File: config.mk
export PLATFORM = sky130hd
export DESIGN_NAME = pwm_decoder_flat
export DESIGN_NICKNAME = d
export VERILOG_FILES = /design/src/rtl/pwm_decoder_if.sv /design/src/rtl/pwm_decoder.sv /design/src/flat_wrapper.sv
export SDC_FILE = /design/constraint.sdc
export NUM_CORES = 1
export LEC_CHECK = 0
export BUFFER_PORTS_ARGS = -buffer_cell sky130_fd_sc_hd__buf_2
export CAP_MARGIN = 5
export CORE_MARGIN = 5
export CORE_UTILIZATION = 30
export DETAILED_ROUTE_END_ITERATION = 6
export HOLD_SLACK_MARGIN = 0.06
export SLEW_MARGIN = 5
export SYNTH_ARGS = -nofsm -noshare
export SYNTH_HDL_FRONTEND = slang
export SYNTH_SLANG_ARGS = --single-unit
File: constraint.sdc
create_clock -name clk -period 1.9 [get_ports clk]
set_input_delay 0.19 -clock clk [delete_from_list [all_inputs] [get_ports clk]]
set_output_delay 0.19 -clock clk [all_outputs]
set_load 0.005 [all_outputs]
File: src/rtl/pwm_decoder_if.sv
// pwm_decoder_if -- measurement bus between a PWM source and pwm_decoder.
//
//   i_pwm      raw PWM waveform into the decoder (asynchronous to clk)
//   o_duty     high time of the last complete period, clk cycles
//   o_period   rise-to-rise length of the last complete period, clk cycles
//   o_valid    one-cycle strobe: o_duty/o_period updated this cycle
//   o_timeout  level: no expected edge within the timeout window
//   o_level    input level captured when the timeout fired
//
// master: the side that drives i_pwm and consumes the measurements.
// slave : the decoder itself.
interface pwm_decoder_if #(
  parameter int CW = 14
);
  logic          i_pwm;
  logic [CW-1:0] o_duty;
  logic [CW-1:0] o_period;
  logic          o_valid;
  logic          o_timeout;
  logic          o_level;

  modport master (
    output i_pwm,
    input  o_duty, o_period, o_valid, o_timeout, o_level
  );

  modport slave (
    input  i_pwm,
    output o_duty, o_period, o_valid, o_timeout, o_level
  );
endinterface

File: src/rtl/pwm_decoder.sv
// pwm_decoder -- measures an incoming PWM waveform and reports its high time
// and period in clk cycles, in the same units as the generator's duty input.
//
// Ports:
//   clk    system clock
//   reset  asynchronous, active-high reset; clears every flop
//   bus    pwm_decoder_if.slave (i_pwm in; o_duty, o_period, o_valid,
//          o_timeout, o_level out)
//
// Optional build macro:
//   PWM_DECODER_GLITCH_FILTER_EN -- inserts a FILT_LEN-cycle persistence
//   filter between the synchronizer and the edge detector. Pulses or gaps
//   shorter than FILT_LEN cycles are dropped. Both edges are delayed equally,
//   so measurements are unchanged; only edge-to-o_valid latency grows.
//
// Timing: with rise at cycle r, fall at f and the next rise at r2, the report
// is duty = f-r, period = r2-r. A period longer than TIMEOUT_CNT (or a stuck
// input) is reported as a timeout, never as a wrapped count.
module pwm_decoder #(
  parameter int CLK_FREQ    = 100000000,
  parameter int PWM_FREQ    = 20000,
  parameter int TIMEOUT_CNT = 2*(CLK_FREQ/PWM_FREQ+1),
  parameter int CW          = $clog2(TIMEOUT_CNT+1)
)(
  input  logic          clk,
  input  logic          reset,
  pwm_decoder_if.slave  bus
);

  typedef enum logic [1:0] {IDLE, HIGH, LOW} state_t;

  typedef struct packed {
    logic [CW-1:0] duty;
    logic [CW-1:0] period;
  } meas_t;

  localparam logic [CW-1:0] TO_MAX = CW'(TIMEOUT_CNT);

  // ---------------------------------------------------------------------------
  // Input synchronizer; r_sync2 is the clean pwm_s
  // ---------------------------------------------------------------------------
  logic r_sync1, r_sync2;

  always_ff @(posedge clk or posedge reset) begin
    if (reset) begin
      r_sync1 <= 1'b0;
      r_sync2 <= 1'b0;
    end else begin
      r_sync1 <= bus.i_pwm;
      r_sync2 <= r_sync1;
    end
  end

  // Level seen by the edge detector (filtered or straight from the sync)
  logic w_pwm_f;

`ifdef PWM_DECODER_GLITCH_FILTER_EN
  localparam int FILT_LEN = 4;
  localparam int FW       = $clog2(FILT_LEN);

  logic          r_filt;
  logic [FW-1:0] r_fcnt;

  // r_fcnt counts consecutive cycles where pwm_s disagrees with the filter
  // output; the output flips on the FILT_LEN-th such cycle. Any agreement
  // restarts the count, so short pulses and gaps never get through.
  always_ff @(posedge clk or posedge reset) begin
    if (reset) begin
      r_filt <= 1'b0;
      r_fcnt <= '0;
    end else if (r_sync2 == r_filt) begin
      r_fcnt <= '0;
    end else if (r_fcnt == FW'(FILT_LEN-1)) begin
      r_filt <= r_sync2;
      r_fcnt <= '0;
    end else begin
      r_fcnt <= r_fcnt + FW'(1);
    end
  end

  assign w_pwm_f = r_filt;
`else
  assign w_pwm_f = r_sync2;
`endif

  // ---------------------------------------------------------------------------
  // Edge detector
  // ---------------------------------------------------------------------------
  logic r_pwm_d;
  logic w_rise, w_fall;

  always_ff @(posedge clk or posedge reset) begin
    if (reset) r_pwm_d <= 1'b0;
    else       r_pwm_d <= w_pwm_f;
  end

  assign w_rise =  w_pwm_f & ~r_pwm_d;
  assign w_fall = ~w_pwm_f &  r_pwm_d;

  // ---------------------------------------------------------------------------
  // Cycle counter: restarts at 1 after each rise, saturates at TIMEOUT_CNT so
  // an overlong period can never wrap into a plausible-looking value.
  // ---------------------------------------------------------------------------
  logic [CW-1:0] r_cnt;
  logic          w_sat;

  always_ff @(posedge clk or posedge reset) begin
    if (reset)                r_cnt <= '0;
    else if (w_rise)          r_cnt <= CW'(1);
    else if (r_cnt != TO_MAX) r_cnt <= r_cnt + CW'(1);
  end

  assign w_sat = (r_cnt == TO_MAX);

  // ---------------------------------------------------------------------------
  // FSM
  // ---------------------------------------------------------------------------
  state_t r_state, w_state_nxt;
  logic   w_cap_high;   // latch high time at the fall
  logic   w_report;     // publish a full rise-fall-rise measurement
  logic   w_to_evt;     // expected edge missed within the window

  always_ff @(posedge clk or posedge reset) begin
    if (reset) r_state <= IDLE;
    else       r_state <= w_state_nxt;
  end

  // In HIGH only a fall can occur and in LOW only a rise, so checking the
  // edge first is enough to honour "timeout only with no edge this cycle".
  // A rise landing exactly on cnt==TIMEOUT_CNT is still a valid period.
  always_comb begin
    w_state_nxt = r_state;
    w_cap_high  = 1'b0;
    w_report    = 1'b0;
    w_to_evt    = 1'b0;
    case (r_state)
      IDLE: begin
        if (w_rise) w_state_nxt = HIGH;
      end
      HIGH: begin
        if (w_fall) begin
          w_state_nxt = LOW;
          w_cap_high  = 1'b1;
        end else if (w_sat) begin
          w_state_nxt = IDLE;
          w_to_evt    = 1'b1;
        end
      end
      LOW: begin
        if (w_rise) begin
          w_state_nxt = HIGH;
          w_report    = 1'b1;
        end else if (w_sat) begin
          w_state_nxt = IDLE;
          w_to_evt    = 1'b1;
        end
      end
      default: w_state_nxt = IDLE;
    endcase
  end

  // ---------------------------------------------------------------------------
  // Measurement / status registers
  // ---------------------------------------------------------------------------
  logic [CW-1:0] r_high;
  meas_t         r_meas;
  logic          r_valid;
  logic          r_timeout;
  logic          r_level;

  always_ff @(posedge clk or posedge reset) begin
    if (reset) begin
      r_high    <= '0;
      r_meas    <= '0;
      r_valid   <= 1'b0;
      r_timeout <= 1'b0;
      r_level   <= 1'b0;
    end else begin
      r_valid <= w_report;
      if (w_cap_high) r_high <= r_cnt;
      if (w_report) begin
        r_meas.duty   <= r_high;
        r_meas.period <= r_cnt;
        r_timeout     <= 1'b0;
      end
      // Last good measurement is kept across a timeout.
      if (w_to_evt) begin
        r_timeout <= 1'b1;
        r_level   <= w_pwm_f;
      end
    end
  end

  assign bus.o_duty    = r_meas.duty;
  assign bus.o_period  = r_meas.period;
  assign bus.o_valid   = r_valid;
  assign bus.o_timeout = r_timeout;
  assign bus.o_level   = r_level;

endmodule
File: src/flat_wrapper.sv
// flat-port wrapper written by rule: the top's interface ports become plain ports
module pwm_decoder_flat 
#(
  parameter int CLK_FREQ    = 100000000,
  parameter int PWM_FREQ    = 20000,
  parameter int TIMEOUT_CNT = 2*(CLK_FREQ/PWM_FREQ+1),
  parameter int CW          = $clog2(TIMEOUT_CNT+1)
)
  (clk, reset, bus_i_pwm, bus_o_duty, bus_o_period, bus_o_valid, bus_o_timeout, bus_o_level);
  pwm_decoder_if #(.CW(CW)) bus_i ();
  input  logic clk;
  input  logic reset;
  input wire logic [$bits(bus_i.i_pwm)-1:0] bus_i_pwm;
  output wire logic [$bits(bus_i.o_duty)-1:0] bus_o_duty;
  output wire logic [$bits(bus_i.o_period)-1:0] bus_o_period;
  output wire logic [$bits(bus_i.o_valid)-1:0] bus_o_valid;
  output wire logic [$bits(bus_i.o_timeout)-1:0] bus_o_timeout;
  output wire logic [$bits(bus_i.o_level)-1:0] bus_o_level;
  assign bus_i.i_pwm = bus_i_pwm;
  assign bus_o_duty = bus_i.o_duty;
  assign bus_o_period = bus_i.o_period;
  assign bus_o_valid = bus_i.o_valid;
  assign bus_o_timeout = bus_i.o_timeout;
  assign bus_o_level = bus_i.o_level;
  pwm_decoder #(.CLK_FREQ(CLK_FREQ), .PWM_FREQ(PWM_FREQ), .TIMEOUT_CNT(TIMEOUT_CNT), .CW(CW)) u_core (.clk(clk), .reset(reset), .bus(bus_i));
endmodule
**After elaboration in Yosys (flattened, before gate mapping)**

Cells that the tools add are included.

- Register bits: 64
- Logic and storage cells: 41
- Output and inout bits: 31
- Bits of input ports: 3

- Add/subtract/negate cells: 1
- Reductions and logical operators: 3
- Muxes and demuxes: 17
- Eq/ne operators: 5
- Bitwise operators: 4

Operators by type and width:

| kind | count |
|---|---|
| 14-bit 2-to-1 mux | 2 |
| 14-bit by 1-bit adder with 14-bit output, second input constant | 1 |
| 14-bit equality test, second input constant | 1 |
| 14-bit != test, second input constant | 1 |
| 1-bit 2-to-1 mux | 9 |
| 2-bit 2-to-1 mux | 4 |
| 2-bit one-hot mux with 3 select lines | 1 |
| 2-bit nonzero test | 2 |
| 1-bit AND | 2 |
| 2-bit by 1-bit equality test with 1-bit output, second input constant | 1 |
| 2-bit equality test, second input constant | 1 |
| 2-bit zero test | 1 |
| 2-bit by 1-bit != test with 1-bit output, second input constant | 1 |
| 1-bit NOT | 2 |
| 1-bit one-hot mux with 2 select lines | 1 |

**Logic depth before layout (Yosys ltp)**

- Depth after elaboration: 6
- Gate-level depth with buffers: 8
- Mapped depth without buffers: 6

**Least setup slack after synthesis**

No wires, ideal clock.

- Path type: register to register
- From: register u_core.r_cnt[0]
- To: register u_core.r_level (netlist: u_core.bus.o_level)
- Buffers on the path: 0
- Clock period less this slack: 1.638 ns
- Library setup time: 0.128 ns
- Path slack: 0.262 ns
- Data required time: 1.772 ns
- Arrival time: 1.511 ns
- Stages on the path, launching flop included: 7
- Cell sequence: dfrtp_1 inv_1 ha_1 and2_1 nand4_1 nor3_2 mux2_1

- Longest elaborated chain between the ends: 4
- Elaborated cells on any way between the ends: 5
- Those cells by class: eq/ne (1); mux (4)

Ends and longest elaborated chain:

| element | RTL line | RTL |
|---|---|---|
| start, declared | pwm_decoder.sv:104 | `logic [CW-1:0] r_cnt;` |
| start signal, assigned | pwm_decoder.sv:110 | `else if (r_cnt != TO_MAX) r_cnt <= r_cnt + CW'(1);` |
| 14-bit equality test (*) | pwm_decoder.sv:113 | `assign w_sat = (r_cnt == TO_MAX);` |
| 1-bit 2-to-1 mux (*) | pwm_decoder.sv:144, pwm_decoder.sv:153 |  |
| 1-bit 2-to-1 mux, on equally long branches | pwm_decoder.sv:150, pwm_decoder.sv:141 |  |
| 1-bit one-hot mux with 2 select lines (*) | pwm_decoder.sv:136 | `case (r_state)` |
| end signal, assigned | pwm_decoder.sv:189 | `r_level <= w_pwm_f;` |
| end, declared | pwm_decoder.sv:169 | `logic r_level;` |

Mark *: on every way between the ends. The rest lies on a longest branch, timed or not.
A chain may end at the register's enable or synchronous reset.

**Worst setup path in the final report**

- From: register u_core.r_cnt[5]
- To: register u_core.r_level (netlist: u_core.bus.o_level)

Same word-level chain as after synthesis.

==> results.md <==
* Synth cell count leaders: 64 x dfrtp_1, 35 x mux2_2, 15 x nor2_1
* Global-route wire length before repair at around 9.4 mm
* RSZ-0062 raised after global routing: false
* Avg WL per Cell at 14.0 um
* Num ports at 34
* Standard-cell rows at 34
* Layout cells sized above 1 at between 30 and 40%
* Synth Warn # at 0
* Post-synthesis async set-or-reset flop share at 100%
* Initial antenna violation count at 0
* Clock-pin slew on the worst setup and hold paths at around 0.07 ns
* Worst Skew at about 0.0087 ns
* Hold buffers post-CTS at 2
* CP Data Required Time at ~2.1 ns
* Sequential area share after synthesis at approximately three fifths
* Leakage at roughly 1.7 nW
* Cell area after synthesis at 2680 um^2
* Layout area overhead at 21.3%
* Area leader, netlist: dfrtp_1
* Largest net degree at the start of global routing at between 60 and 70
* Yosys reg bits at 64
* Grt total ovfl at 0
* GRT Total Usage at between 10% and 20%
* Crit path kind: reg2reg
* Slew Limit Fails at 0
* Post-Synth Simple-Gate Area at 10.9%
* Max Cap Viol at 0
* Max IR drop VDD at between 0.3 and 0.4 mV
* Final hold vios at 0
* # fillers at 840
* DRC violations left at 0
* Post-CTS sizing at 0
* Slew Limit Headroom at ~77%
* Die W at 104 um
* Core area at around 8700 um^2
* Syn_nets at roughly 210
* FF/Latch Area at between 1500 and 2000 um^2
* Fmax at about 570 MHz
* Area share of the largest cell type after synthesis at 59.8%
* H-tree Lvls at 3
* Die ar. at 10900 um^2
* Port Buffer Count at 33
* 1st-iter DRT viols at 75
* Mux cell area share after synthesis at approximately 16%
* Final Cycle Share at a little over 90%
* Main combinational cell family by area after synthesis: multiplexers
* Setup_tns at 0 ns
* Initial DRT Pass Iterations at 4
* EDFF count, synth at 0
* Synth Flop Type: dfrtp_1
* Setup Buffers After CTS at 0
* Routed Antenna Nets at 0
* Post-synthesis compound-gate area fraction at under 10%
* Vias in the first global route at 1881
* Top-count cell post-synth: dfrtp_1
* Clock Sink Count at 64
* Syn_area_per_cell at 13.1 um^2
* GP Congestion at approximately 0.77
* Chip height at roughly 100 um
* Dpl hpwl at around 3.5 mm
* # diodes at 0
* Num CTS Buffers at 9
* Final setup viols at 0
* Adder-Cell Fraction of Synth Area at 2.80%
* Fin nets at 267
* Crit path max fanout at 5
* Routed wire length at a little over 5 mm
* Clock root cell: clkbuf_8
* CTS tree: done
* Library cells used by synthesis at 38
* Multi-input logic area at 1000 um^2
* Worst-Margin Slew at between 0.3 and 0.4 ns
* Clk Latency, worst-skew pair at between 0.3 and 0.4 ns
* Synth area leaders: dfrtp_1 60%, mux2_2 15%, ha_1 2.8%, nor2_1 2.1%, mux2_1 1.7%
* Status: completed
* Xor/xnor share of the synthesized area at under 10%
* Starting Density at a little under a third
* Largest buffer count on any clock path at 2
* CP Capture Type: register
* Worst Hold Margin at roughly 0.35 ns
* Pwr dens at a little over 1000 nW/um^2
* Vias at 1755
* Crit path time final at 1.76 ns
* HP Class: reg2reg
* Critical Path AT at between 1.5 and 2 ns
* Crit start category: register
* Vias per cell at around 4.7
* Mapped Cells at roughly 210
[registers in the layout, indices dropped and copies added, names as in the netlist]
name and flops:
u_core.bus.o_duty 14, u_core.bus.o_level 1, u_core.bus.o_period 14, u_core.bus.o_timeout 1
u_core.bus.o_valid 1, u_core.r_cnt 14, u_core.r_high 14, u_core.r_pwm_d 1
u_core.r_state 2, u_core.r_sync1 1, u_core.r_sync2 1
[worst paths after layout]
kind | startpoint | to | slack (ns) | cells past startpoint
min in group asynchronous | reset | u_core.bus.o_duty[5]$_DFFE_PP0P_ | 0.46 | 4
max reg2reg | u_core.r_cnt[5]$_DFFE_PP0P_ | u_core.bus.o_level$_DFFE_PP0P_ | 0.14 | 4
max | u_core.r_cnt[5]$_DFFE_PP0P_ | u_core.bus.o_level$_DFFE_PP0P_ | 0.14 | 4
min | u_core.r_sync1$_DFF_PP0_ | u_core.r_sync2$_DFF_PP0_ | 0.35 | 0
max in group asynchronous | reset | u_core.r_cnt[6]$_DFFE_PP0P_ | 1.16 | 4
min reg2reg | u_core.r_sync1$_DFF_PP0_ | u_core.r_sync2$_DFF_PP0_ | 0.35 | 0
[placed cells by master, fill, tap and decap left out, types with 2 or more instances in the layout]
| cell type | n |
|---|---|
| clkbuf_8 | 9 |
| a21oi_1 | 5 |
| ha_1 | 6 |
| mux2_1 | 4 |
| nor3_1 | 3 |
| clkinv_2 | 2 |
| nand3_1 | 4 |
| nand4_1 | 6 |
| clkinv_4 | 2 |
| nor2_1 | 15 |
| inv_1 | 6 |
| dfrtp_1 | 64 |
| buf_4 | 13 |
| and3_1 | 3 |
| buf_2 | 33 |
| xnor2_1 | 5 |
| mux2_2 | 35 |
| nand2_1 | 8 |
| buf_12 | 2 |
| xor2_1 | 5 |
| o21ai_0 | 6 |
| nand2b_1 | 3 |
| dlygate4sd3_1 | 2 |
[metrics by stage]
| step | util [%] | setup slack [ns] | instances | instance area [um^2] | total power [W] |
|---|---|---|---|---|---|
| after floorplan | - | 0.112 | 205 | 2680 | 0.00212 |
| after global routing | 37.2 | 0.0370 | 370 | 3250 | 0.00354 |
| after detailed placement | 35.2 | 0.256 | 353 | 3070 | 0.00236 |
| after CTS | 37.2 | 0.168 | 370 | 3250 | 0.00338 |
| after global placement | 35.2 | 0.238 | 353 | 3070 | 0.00234 |
| final | 37.2 | 0.142 | 370 | 3250 | 0.00332 |
[kinds of logic (layout without fill, tap and decap cells)]
kind of cell               count (synthesis)  in the layout
adders and majority gates                  6              6
AOI/OAI and AO/OA                         17             17
buffers and inverters                     15             72
DFF                                       64             64
muxes                                     39             39
xor gates and xnor gates                  10             10
and+or+nand+nor                           54             54
[area by class of cell]
cell class              count  share of cell area (%)
clock buffers              10                    3.93
multi-input cells         126                    30.8
inverters                   7                   0.809
flip-flops and latches     64                    49.3
clock inverters             5                    1.08
repair buffers             50                    9.94
well taps                 108                    4.16
[power breakdown]
group	internal (W)	switching [W]	total, W
Sequential	0.00153	0.000122	0.00165
Clock	0.000466	0.000526	0.000992
Combinational	0.000336	0.000337	0.000673
[routing by layer]
layer,up-vias,share of wire [%],GRT usage (%)
li1,826,-,-
met1,886,46,13.7
met2,36,48,16.1
met3,7,5.3,4.16
met4,0,1.3,4.16
met5,-,0,0
[critical path, cell delays in order, from the launching register on]
cell and delay (ns):
dfrtp_1 0.43, nor4_1 0.37, nand4_1 0.24, nor3_2 0.27, mux2_1 0.34
Power figures use the tool's default switching activity.
